[src/rtl/sdram_frame_arbiter.sv]
// Burst arbiter between the camera write FIFO and the VGA read FIFO, with ping-pong frame banks.
// Optional `ARB_STATS_EN adds burst totals and a read-underrun counter.
module sdram_frame_arbiter #(
    parameter int BURST_LEN    = 512,
    parameter int FRAME_BURSTS = 750,
    parameter int WR_THRESH    = 512,
    parameter int RD_THRESH    = 512,
    parameter int RD_URGENT    = 128
) (
    input  logic        clk_133M_i,
    input  logic        rst_133i,
    input  logic        wr_frame_start,
    input  logic        rd_frame_start,
    input  logic [10:0] wr_fifo_used,
    input  logic [10:0] rd_fifo_used,
    output logic        wr_sdram_req,
    input  logic        wr_sdram_ack,
    output logic [23:0] wr_sdram_add,
    output logic        rd_sdram_req,
    input  logic        rd_sdram_ack,
    output logic [23:0] rd_sdram_add,
    output logic        frame_ready,
    output logic [1:0]  arb_st
`ifdef ARB_STATS_EN
    ,
    output logic [15:0] wr_burst_total,
    output logic [15:0] rd_burst_total,
    output logic [7:0]  rd_underrun_cnt
`endif
);

    localparam int COL_W = $clog2(BURST_LEN);
    localparam int CNT_W = $clog2(FRAME_BURSTS + 1);
    localparam logic [CNT_W-1:0] FB    = CNT_W'(FRAME_BURSTS);
    localparam logic [CNT_W-1:0] FB_M1 = CNT_W'(FRAME_BURSTS - 1);
    localparam logic [10:0] WR_TH  = 11'(WR_THRESH);
    localparam logic [10:0] RD_TH  = 11'(RD_THRESH);
    localparam logic [10:0] RD_URG = 11'(RD_URGENT);
    localparam logic GRANT_WR = 1'b0;
    localparam logic GRANT_RD = 1'b1;

    typedef enum logic [1:0] {IDLE = 2'd0, WR_BUSY = 2'd1, RD_BUSY = 2'd2} arb_state_t;

    arb_state_t       state_q, state_d;
    logic             wr_req_q, wr_req_d, rd_req_q, rd_req_d;
    logic [23:0]      wr_add_q, wr_add_d, rd_add_q, rd_add_d;
    logic             wr_bank_q, wr_bank_d, rd_bank_q, rd_bank_d;
    logic             ready_bank_q, ready_bank_d, frame_ready_q, frame_ready_d;
    logic [CNT_W-1:0] wr_cnt_q, wr_cnt_d, rd_cnt_q, rd_cnt_d;
    logic             wr_active_q, wr_active_d, rd_active_q, rd_active_d;
    logic             last_grant_q, last_grant_d;
    logic             wr_start_q, wr_start_d, rd_start_q, rd_start_d;
    logic             wr_pend_s, rd_pend_s, rd_urgent_s;

    function automatic logic [23:0] burst_addr(input logic bank, input logic [CNT_W-1:0] cnt);
        logic [23:0] a;
        a     = 24'(cnt) << COL_W;
        a[23] = 1'b0;
        a[22] = bank;
        return a;
    endfunction

    // State and datapath registers.
    always_ff @(posedge clk_133M_i) begin
        if (rst_133i) begin
            state_q       <= IDLE;
            wr_req_q      <= 1'b0;
            rd_req_q      <= 1'b0;
            wr_add_q      <= 24'd0;
            rd_add_q      <= 24'd0;
            wr_bank_q     <= 1'b0;
            rd_bank_q     <= 1'b1;
            ready_bank_q  <= 1'b0;
            frame_ready_q <= 1'b0;
            wr_cnt_q      <= '0;
            rd_cnt_q      <= '0;
            wr_active_q   <= 1'b0;
            rd_active_q   <= 1'b0;
            last_grant_q  <= GRANT_RD;
            wr_start_q    <= 1'b0;
            rd_start_q    <= 1'b0;
        end else begin
            state_q       <= state_d;
            wr_req_q      <= wr_req_d;
            rd_req_q      <= rd_req_d;
            wr_add_q      <= wr_add_d;
            rd_add_q      <= rd_add_d;
            wr_bank_q     <= wr_bank_d;
            rd_bank_q     <= rd_bank_d;
            ready_bank_q  <= ready_bank_d;
            frame_ready_q <= frame_ready_d;
            wr_cnt_q      <= wr_cnt_d;
            rd_cnt_q      <= rd_cnt_d;
            wr_active_q   <= wr_active_d;
            rd_active_q   <= rd_active_d;
            last_grant_q  <= last_grant_d;
            wr_start_q    <= wr_start_d;
            rd_start_q    <= rd_start_d;
        end
    end

    // Next-state logic: frame-start application, arbitration and burst completion.
    always_comb begin
        state_d       = state_q;
        wr_req_d      = wr_req_q;
        rd_req_d      = rd_req_q;
        wr_add_d      = wr_add_q;
        rd_add_d      = rd_add_q;
        wr_bank_d     = wr_bank_q;
        rd_bank_d     = rd_bank_q;
        ready_bank_d  = ready_bank_q;
        frame_ready_d = frame_ready_q;
        wr_cnt_d      = wr_cnt_q;
        rd_cnt_d      = rd_cnt_q;
        wr_active_d   = wr_active_q;
        rd_active_d   = rd_active_q;
        last_grant_d  = last_grant_q;
        wr_start_d    = wr_start_q | wr_frame_start;
        rd_start_d    = rd_start_q | rd_frame_start;
        wr_pend_s     = wr_active_q & (wr_fifo_used >= WR_TH) & (wr_cnt_q < FB);
        rd_pend_s     = rd_active_q & (rd_fifo_used <= RD_TH) & (rd_cnt_q < FB);
        rd_urgent_s   = rd_fifo_used < RD_URG;

        case (state_q)
            IDLE: begin
                // Pending frame starts take this IDLE cycle; arbitration resumes on the next one.
                if (wr_start_q || rd_start_q) begin
                    if (wr_start_q) begin
                        wr_start_d  = wr_frame_start;
                        wr_cnt_d    = '0;
                        wr_active_d = 1'b1;
                        if ((wr_cnt_q == FB) && !(rd_active_q && (rd_bank_q == ~wr_bank_q))) begin
                            wr_bank_d = ~wr_bank_q;
                        end else begin
                            wr_bank_d = wr_bank_q;
                        end
                    end else begin
                        wr_start_d = wr_start_q | wr_frame_start;
                    end
                    if (rd_start_q) begin
                        rd_start_d  = rd_frame_start;
                        rd_cnt_d    = '0;
                        rd_bank_d   = ready_bank_q;
                        rd_active_d = frame_ready_q;
                    end else begin
                        rd_start_d = rd_start_q | rd_frame_start;
                    end
                end else if (rd_pend_s && (!wr_pend_s || rd_urgent_s || (last_grant_q == GRANT_WR))) begin
                    state_d      = RD_BUSY;
                    rd_req_d     = 1'b1;
                    rd_add_d     = burst_addr(rd_bank_q, rd_cnt_q);
                    last_grant_d = GRANT_RD;
                end else if (wr_pend_s) begin
                    state_d      = WR_BUSY;
                    wr_req_d     = 1'b1;
                    wr_add_d     = burst_addr(wr_bank_q, wr_cnt_q);
                    last_grant_d = GRANT_WR;
                end else begin
                    state_d = IDLE;
                end
            end
            WR_BUSY: begin
                if (wr_sdram_ack) begin
                    state_d  = IDLE;
                    wr_req_d = 1'b0;
                    if (wr_cnt_q < FB) begin
                        wr_cnt_d = wr_cnt_q + 1'b1;
                    end else begin
                        wr_cnt_d = wr_cnt_q;
                    end
                    if (wr_cnt_q == FB_M1) begin
                        ready_bank_d  = wr_bank_q;
                        frame_ready_d = 1'b1;
                    end else begin
                        frame_ready_d = frame_ready_q;
                    end
                end else begin
                    wr_req_d = 1'b1;
                end
            end
            RD_BUSY: begin
                if (rd_sdram_ack) begin
                    state_d  = IDLE;
                    rd_req_d = 1'b0;
                    if (rd_cnt_q < FB) begin
                        rd_cnt_d = rd_cnt_q + 1'b1;
                    end else begin
                        rd_cnt_d = rd_cnt_q;
                    end
                end else begin
                    rd_req_d = 1'b1;
                end
            end
            default: begin
                state_d  = IDLE;
                wr_req_d = 1'b0;
                rd_req_d = 1'b0;
            end
        endcase
    end

    assign wr_sdram_req = wr_req_q;
    assign rd_sdram_req = rd_req_q;
    assign wr_sdram_add = wr_add_q;
    assign rd_sdram_add = rd_add_q;
    assign frame_ready  = frame_ready_q;
    assign arb_st       = state_q;

`ifdef ARB_STATS_EN
    logic [15:0] wr_total_q, rd_total_q;
    logic [7:0]  underrun_q;

    // Statistics: accepted bursts (wrapping) and reader frame restarts before completion (saturating).
    always_ff @(posedge clk_133M_i) begin
        if (rst_133i) begin
            wr_total_q <= 16'd0;
            rd_total_q <= 16'd0;
            underrun_q <= 8'd0;
        end else begin
            if ((state_q == WR_BUSY) && wr_sdram_ack) begin
                wr_total_q <= wr_total_q + 16'd1;
            end
            if ((state_q == RD_BUSY) && rd_sdram_ack) begin
                rd_total_q <= rd_total_q + 16'd1;
            end
            if (rd_frame_start && rd_active_q && (rd_cnt_q < FB) && (underrun_q != 8'd255)) begin
                underrun_q <= underrun_q + 8'd1;
            end
        end
    end

    assign wr_burst_total  = wr_total_q;
    assign rd_burst_total  = rd_total_q;
    assign rd_underrun_cnt = underrun_q;
`endif

endmodule
[config.mk]
export PLATFORM = sky130hd
export DESIGN_NAME = sdram_frame_arbiter
export DESIGN_NICKNAME = d
export VERILOG_FILES = /design/src/rtl/sdram_frame_arbiter.sv
export SDC_FILE = /design/constraint.sdc
export NUM_CORES = 1
export LEC_CHECK = 0
export ABC_AREA = 1
export BUFFER_PORTS_ARGS = -buffer_cell sky130_fd_sc_hd__buf_2
export CAP_MARGIN = 10
export CORE_MARGIN = 2
export CORE_UTILIZATION = 48
export DETAILED_ROUTE_END_ITERATION = 7
export PLACE_DENSITY_LB_ADDON = 0.2
export SYNTH_ARGS = -nofsm -noshare
export SYNTH_HDL_FRONTEND = slang
export SYNTH_SLANG_ARGS = --single-unit
export TNS_END_PERCENT = 1
[constraint.sdc]
create_clock -name clk_133M_i -period 1.55 [get_ports clk_133M_i]
set_clock_uncertainty 0.15 [all_clocks]
set_input_delay 0 -clock clk_133M_i [delete_from_list [all_inputs] [get_ports clk_133M_i]]
set_output_delay 0 -clock clk_133M_i [all_outputs]
set_load 0.02 [all_outputs]
# == Word level (Yosys, flattened, before mapping) ==
# Index checks and enable logic that the tools add are counted.
# word_totals
ff_bits,55
output_inout_bits,53
elab_cells,108
# op_classes
addsub,2
n_lt_le_gt_ge,5
eq_ne,16
muxes,33
bitwise,12
reduce_logical,24
# op_table
operator,count
$mux W10,8
$pmux W10 S2,2
$ne A2 B2 Y1 const B,11
$reduce_and A3 Y1,7
$add A10 B1 Y10 const B,2
$eq A10 B10 Y1 const B,2
$lt A10 B10 Y1 const B,2
$mux W1,16
$reduce_and A4 Y1,3
$ge A11 B10 Y1 const B,1
$le A11 B10 Y1 const B,1
$lt A11 B8 Y1 const B,1
$reduce_and A5 Y1,2
$mux W2,4
$not A1 Y1,6
$pmux W1 S3,2
$pmux W2 S3,1
$reduce_bool A2 Y1,3
$and A1 B1 Y1,4
$logic_and A1 B1 Y1,3
$logic_or A1 B1 Y1,3
$eq A2 B1 Y1 const B,1
$eq A2 B2 Y1 const B,1
$logic_not A1 Y1,2
3 further kinds,4

# == Longest topological paths before layout ==
# logic_depth
word_depth,10
ltp_mapped,12
ltp_nobuf,12

# == Least setup slack after synthesis ==
# No wires, ideal clock.
# synth_timing
path_type,flip-flop to flip-flop
startpoint,register state_q[0] (netlist: arb_st[0])
endpoint,register wr_cnt_q[0]
setup_ns,0.132
t_arrival_ns,1.334
setup_slack_ns,-0.066
stages_incl_launch_ff,9
n_path_buf,1
synth_period_minus_slack_ns,1.616
cell_sequence,dfxtp_1 nand2_2 inv_1 nand3_2 nand2_4 nand2_2 buf_6 nand2_1 a21oi_1
# synth_between
elab_chain_cells,3
word_cells_on_any_way,9
# synth_lines
item,line_no,source
"start, declared",44,"arb_state_t state_q, state_d;"
"start signal, assigned",83,state_q <= state_d;
$eq A2 B1 Y1 or $logic_not A2 Y1 (tied branches),124,case (state_q)
$ne A2 B2 Y1 (no source line) or $reduce_bool A2 Y1 (tied branches),n/a,
$reduce_and A5 Y1 (no source line),n/a,
"end signal, assigned",92,wr_cnt_q <= wr_cnt_d;
"end, declared",49,"logic [CNT_W-1:0] wr_cnt_q, wr_cnt_d, rd_cnt_q, rd_cnt_d;"
# Several ways; a longest one is shown, not always the timed one.
# A chain may end at the register's enable or synchronous reset.

# == Worst setup path after layout ==
# layout_timing
startpoint,register wr_cnt_q[4]
endpoint,register wr_cnt_q[6]
# layout_between
elab_chain_cells,4
word_cells_on_any_way,7
# layout_lines
item,line_no,source
$add A10 B1 Y10,167,wr_cnt_d = wr_cnt_q + 1'b1;
$mux W10,166,if (wr_cnt_q < FB) begin
$mux W10,163,if (wr_sdram_ack) begin
$pmux W10 S2,124,
# Several ways; a longest one is shown, not always the timed one. The select of a mux whose other input is x is not followed.

==> impl_metrics.py <==
metrics = {
    "outcome": {
        "status": "complete, but fails checks",
        "failed_checks": "negative setup slack",
    },
    "cts": {
        "clock-sinks": 55,
        "clk-insertion-delay-late_ns": 0.31,
        "tritoncts": "built",
        "cts_root_buf": "clkbuf_8",
        "clkTransAtPathRegs_ns": 0.10,
        "h-tree-depth": 2,
        "cts_made_buffers": 5,
        "clockBufferDepth": 2,
    },
    "power": {
        "power_density_nw_per_um2": 753,
        "vdd_ir_drop_max_mv": 0.398,
        "p_comb_share_pct": 13.2,
        "seqPwrFrac_pct": 48.8,
        "p_sw_uw": 763,
        "total_power_uw": 2990,
        "internal-power_uw": 2230,
        "swShare_pct": 25.5,
        "p_leak_uw": 0.00182,
        "clkPwrFrac_pct": 38.0,
    },
    "grt": {
        "grt_pass1_vias": 2827,
        "track_usage_pct": 22.0,
        "antenna_found_initial": 0,
        "globalRouteOverflowTotal": 0,
        "grt_pass1_wl_um": 12900,
        "grt_max_degree": 29,
    },
    "synth": {
        "synth.area.top_cells": "dfxtp_1, nand2_1, nor2_1, a21oi_1, buf_4",
        "synth-edff-count": 0,
        "synth.avg_cell_area_um2": 6.89,
        "synth_seq_cells": 55,
        "ys_types": 33,
        "netlist_area_um2": 3110,
        "synth.yosys.seq_area_share_pct": 35.5,
        "yosys_warnings": 0,
        "ys_async_sr_fraction_pct": 0,
        "synth_commonest_cells": "nand2_1, nor2_1, dfxtp_1",
        "ys.flop_type": "dfxtp_1",
        "yosysTopAreaCellShare_pct": 35.5,
        "post-synth-top-area-cell": "dfxtp_1",
        "synthCells": 451,
        "yosys.cell_count.top_type": "nand2_1",
    },
    "floorplanning": {
        "die_area_um2": 7130,
        "start_util_pct": 49.2,
        "die_x_um": 84.4,
        "ios": 81,
        "core-area_um2": 6310,
        "die_h_um": 84.4,
        "rows": 29,
    },
    "critical_path": {
        "slowest_delay_ns": 0.35,
        "r2r_start": "wr_cnt_q[4]",
        "reg2reg_to": "wr_cnt_q[6]",
        "cp-startpoint": "wr_cnt_q[4]",
        "cp-end-kind": "register",
        "worstPathArrival_ns": 1.64,
        "path_buf_inv": 3,
        "crit_cells": 10,
        "path_max_fanout": 9,
        "critPathRequiredTime_ns": 1.60,
        "endpoint": "wr_cnt_q[6]",
        "path_class": "register to register",
        "crit_path_top_delay_cell": "dfxtp_2",
        "reg2reg_slack_ns": -0.05,
        "ff2ff_path_depth": 10,
        "path_cells": "inv_2, nand2_1, nor2_1, nand3_2, buf_6, nand3_2, nand2_4, buf_6, nand4_1, a21oi_1",
        "crit_family": "simple AND/OR/NAND/NOR gates",
        "start_kind": "register",
    },
    "route": {
        "drt-vias-per-instance": 4.86,
        "drtIter0Drc": 179,
        "drc": 0,
        "wirelength_um": 7610,
        "drtAntennaViolNets": 0,
        "num_vias": 3069,
        "wl_per_cell_um": 12.1,
        "drt-pass1-iter-count": 4,
    },
    "cells_and_area": {
        "area_growth_syn_to_layout_pct": 27.9,
        "multiInputGateArea_um2": 1700,
        "register_area_um2": 1120,
        "antennaDiodeCount": 0,
        "drive_gt1_share_pct": 29.4,
        "fillers": 563,
        "nets": 585,
        "final_area_um2": 3970,
        "fin_util_pct": 62.9,
    },
    "hold_path": {
        "hold_class": "input port to register",
    },
    "placement": {
        "port_buffers": 45,
        "routabilityCongestion": 0.862,
        "dp_slack_ns": -0.0942,
        "hpwl_um": 5460,
        "postPlaceCellArea_um2": 3690,
    },
    "timing": {
        "fin_ws_ns": -0.0488,
        "finalSetupTns_ns": -0.642,
        "setup_violations": 22,
        "finalCritPeriodShare_pct": 103,
        "min_period_ns": 1.60,
        "finalHoldViolations": 0,
        "drv_slew": 0,
        "max_freq_ghz": 0.625,
        "rsz0062_at_grt": "true",
    },
    "job": {
        "maxCapViolations": 0,
    },
}
-- worst min-delay path by stage --
| stage | start | to | cells after the start |
|---|---|---|---|
| finish | rst_133i | rd_start_q | 3 |
| floorplan | rd_frame_start | rd_start_q | 2 |
| detailed placement | rd_frame_start | rd_start_q | 3 |
| CTS | rst_133i | rd_cnt_q[4] | 3 |
| global route | rst_133i | wr_cnt_q[4] | 3 |
| global placement | rd_frame_start | rd_start_q | 3 |
-- layer usage --
metal,routed length [um],track usage [%]
met4,106,6.35
met3,530,3.54
met2,3260,34.6
met1,3720,31.2
met5,0,0
-- cells in the final DEF (no fill, tap or decap), types with 3 or more instances in the layout --
cell and instances:
dfxtp_1 40, ha_1 4, conb_1 26, nand2_2 7, buf_4 57, o21ai_0 4
nor2_1 69, a21oi_1 41, dlygate4sd3_1 4, inv_1 37, dfxtp_2 13, nand3_2 3
nand4_1 13, o21ai_1 3, xor2_1 9, nand2_1 98, nor2_2 9, nand3_1 31
inv_2 5, clkbuf_8 5, buf_2 45
-- layout make-up --
class	instances	area share [%]
sequential	55	28.3
inverter	43	4.06
multi-input combinational	338	42.8
clock buffer	6	1.83
timing repair buffer	110	19.0
clock inverter	2	1.51
tap	77	2.43
-- flip-flops by register name (all words and copies together) (netlist names) --
name	cells
wr_start_q	1
wr_cnt_q	10
wr_active_q	1
last_grant_q	1
rd_sdram_add	11
arb_st	2
rd_bank_q	1
wr_sdram_add	11
frame_ready	1
rd_active_q	1
rd_cnt_q	10
ready_bank_q	1
rd_sdram_req	1
wr_bank_q	1
wr_sdram_req	1
rd_start_q	1
-- logic make-up (layout without fill, tap and decap cells) --
| group | count (synthesis) | after routing | share of synthesized area [%] |
|---|---|---|---|
| and+or+nand+nor | 243 | 243 | 35.5 |
| buffers and inverters | 83 | 161 | 15.0 |
| DFF | 55 | 55 | 35.5 |
| AOI/OAI and AO/OA | 54 | 54 | 9.23 |
| xor gates and xnor gates | 11 | 11 | 3.10 |
| adders and majority gates | 4 | 4 | 1.61 |
| other | 1 | 26 | 0.121 |
-- timing repair --
| item | in CTS | in global routing |
|---|---|---|
| buffers inserted | 0 | 2 |
| setup endpoints to repair | 37 | 49 |
| hold buffers | 4 | 0 |
| hold endpoints to repair | 11 | 0 |
| gates cloned | 0 | 0 |
| gates resized for setup | 18 | 21 |
| pin swaps | 1 | 6 |
-- stage by stage --
stage	std cells	hold WS, ns
detailed placement	617	0.0686
global placement	617	0.0544
finish	631	0.0166
global route	631	0.0345
floorplan	476	-0.0326
CTS	629	0.0149
-- tightest hold or removal path, cell delays in order --
cell    delay, ns
buf_2        0.11
buf_4        0.22
nor2_1       0.12
-- power by group through the flow --
| stage | sequential, uW | combinational [uW] | clock (uW) |
|---|---|---|---|
| final | 1460 | 394 | 1140 |
| after floorplan | 1520 | 267 | 0 |
| after detailed placement | 1490 | 372 | 0 |
| after global routing | 1460 | 432 | 1200 |
| after CTS | 1460 | 386 | 1160 |
| after global placement | 1490 | 370 | 0 |
No activity file was read; power rests on OpenSTA's default activity.
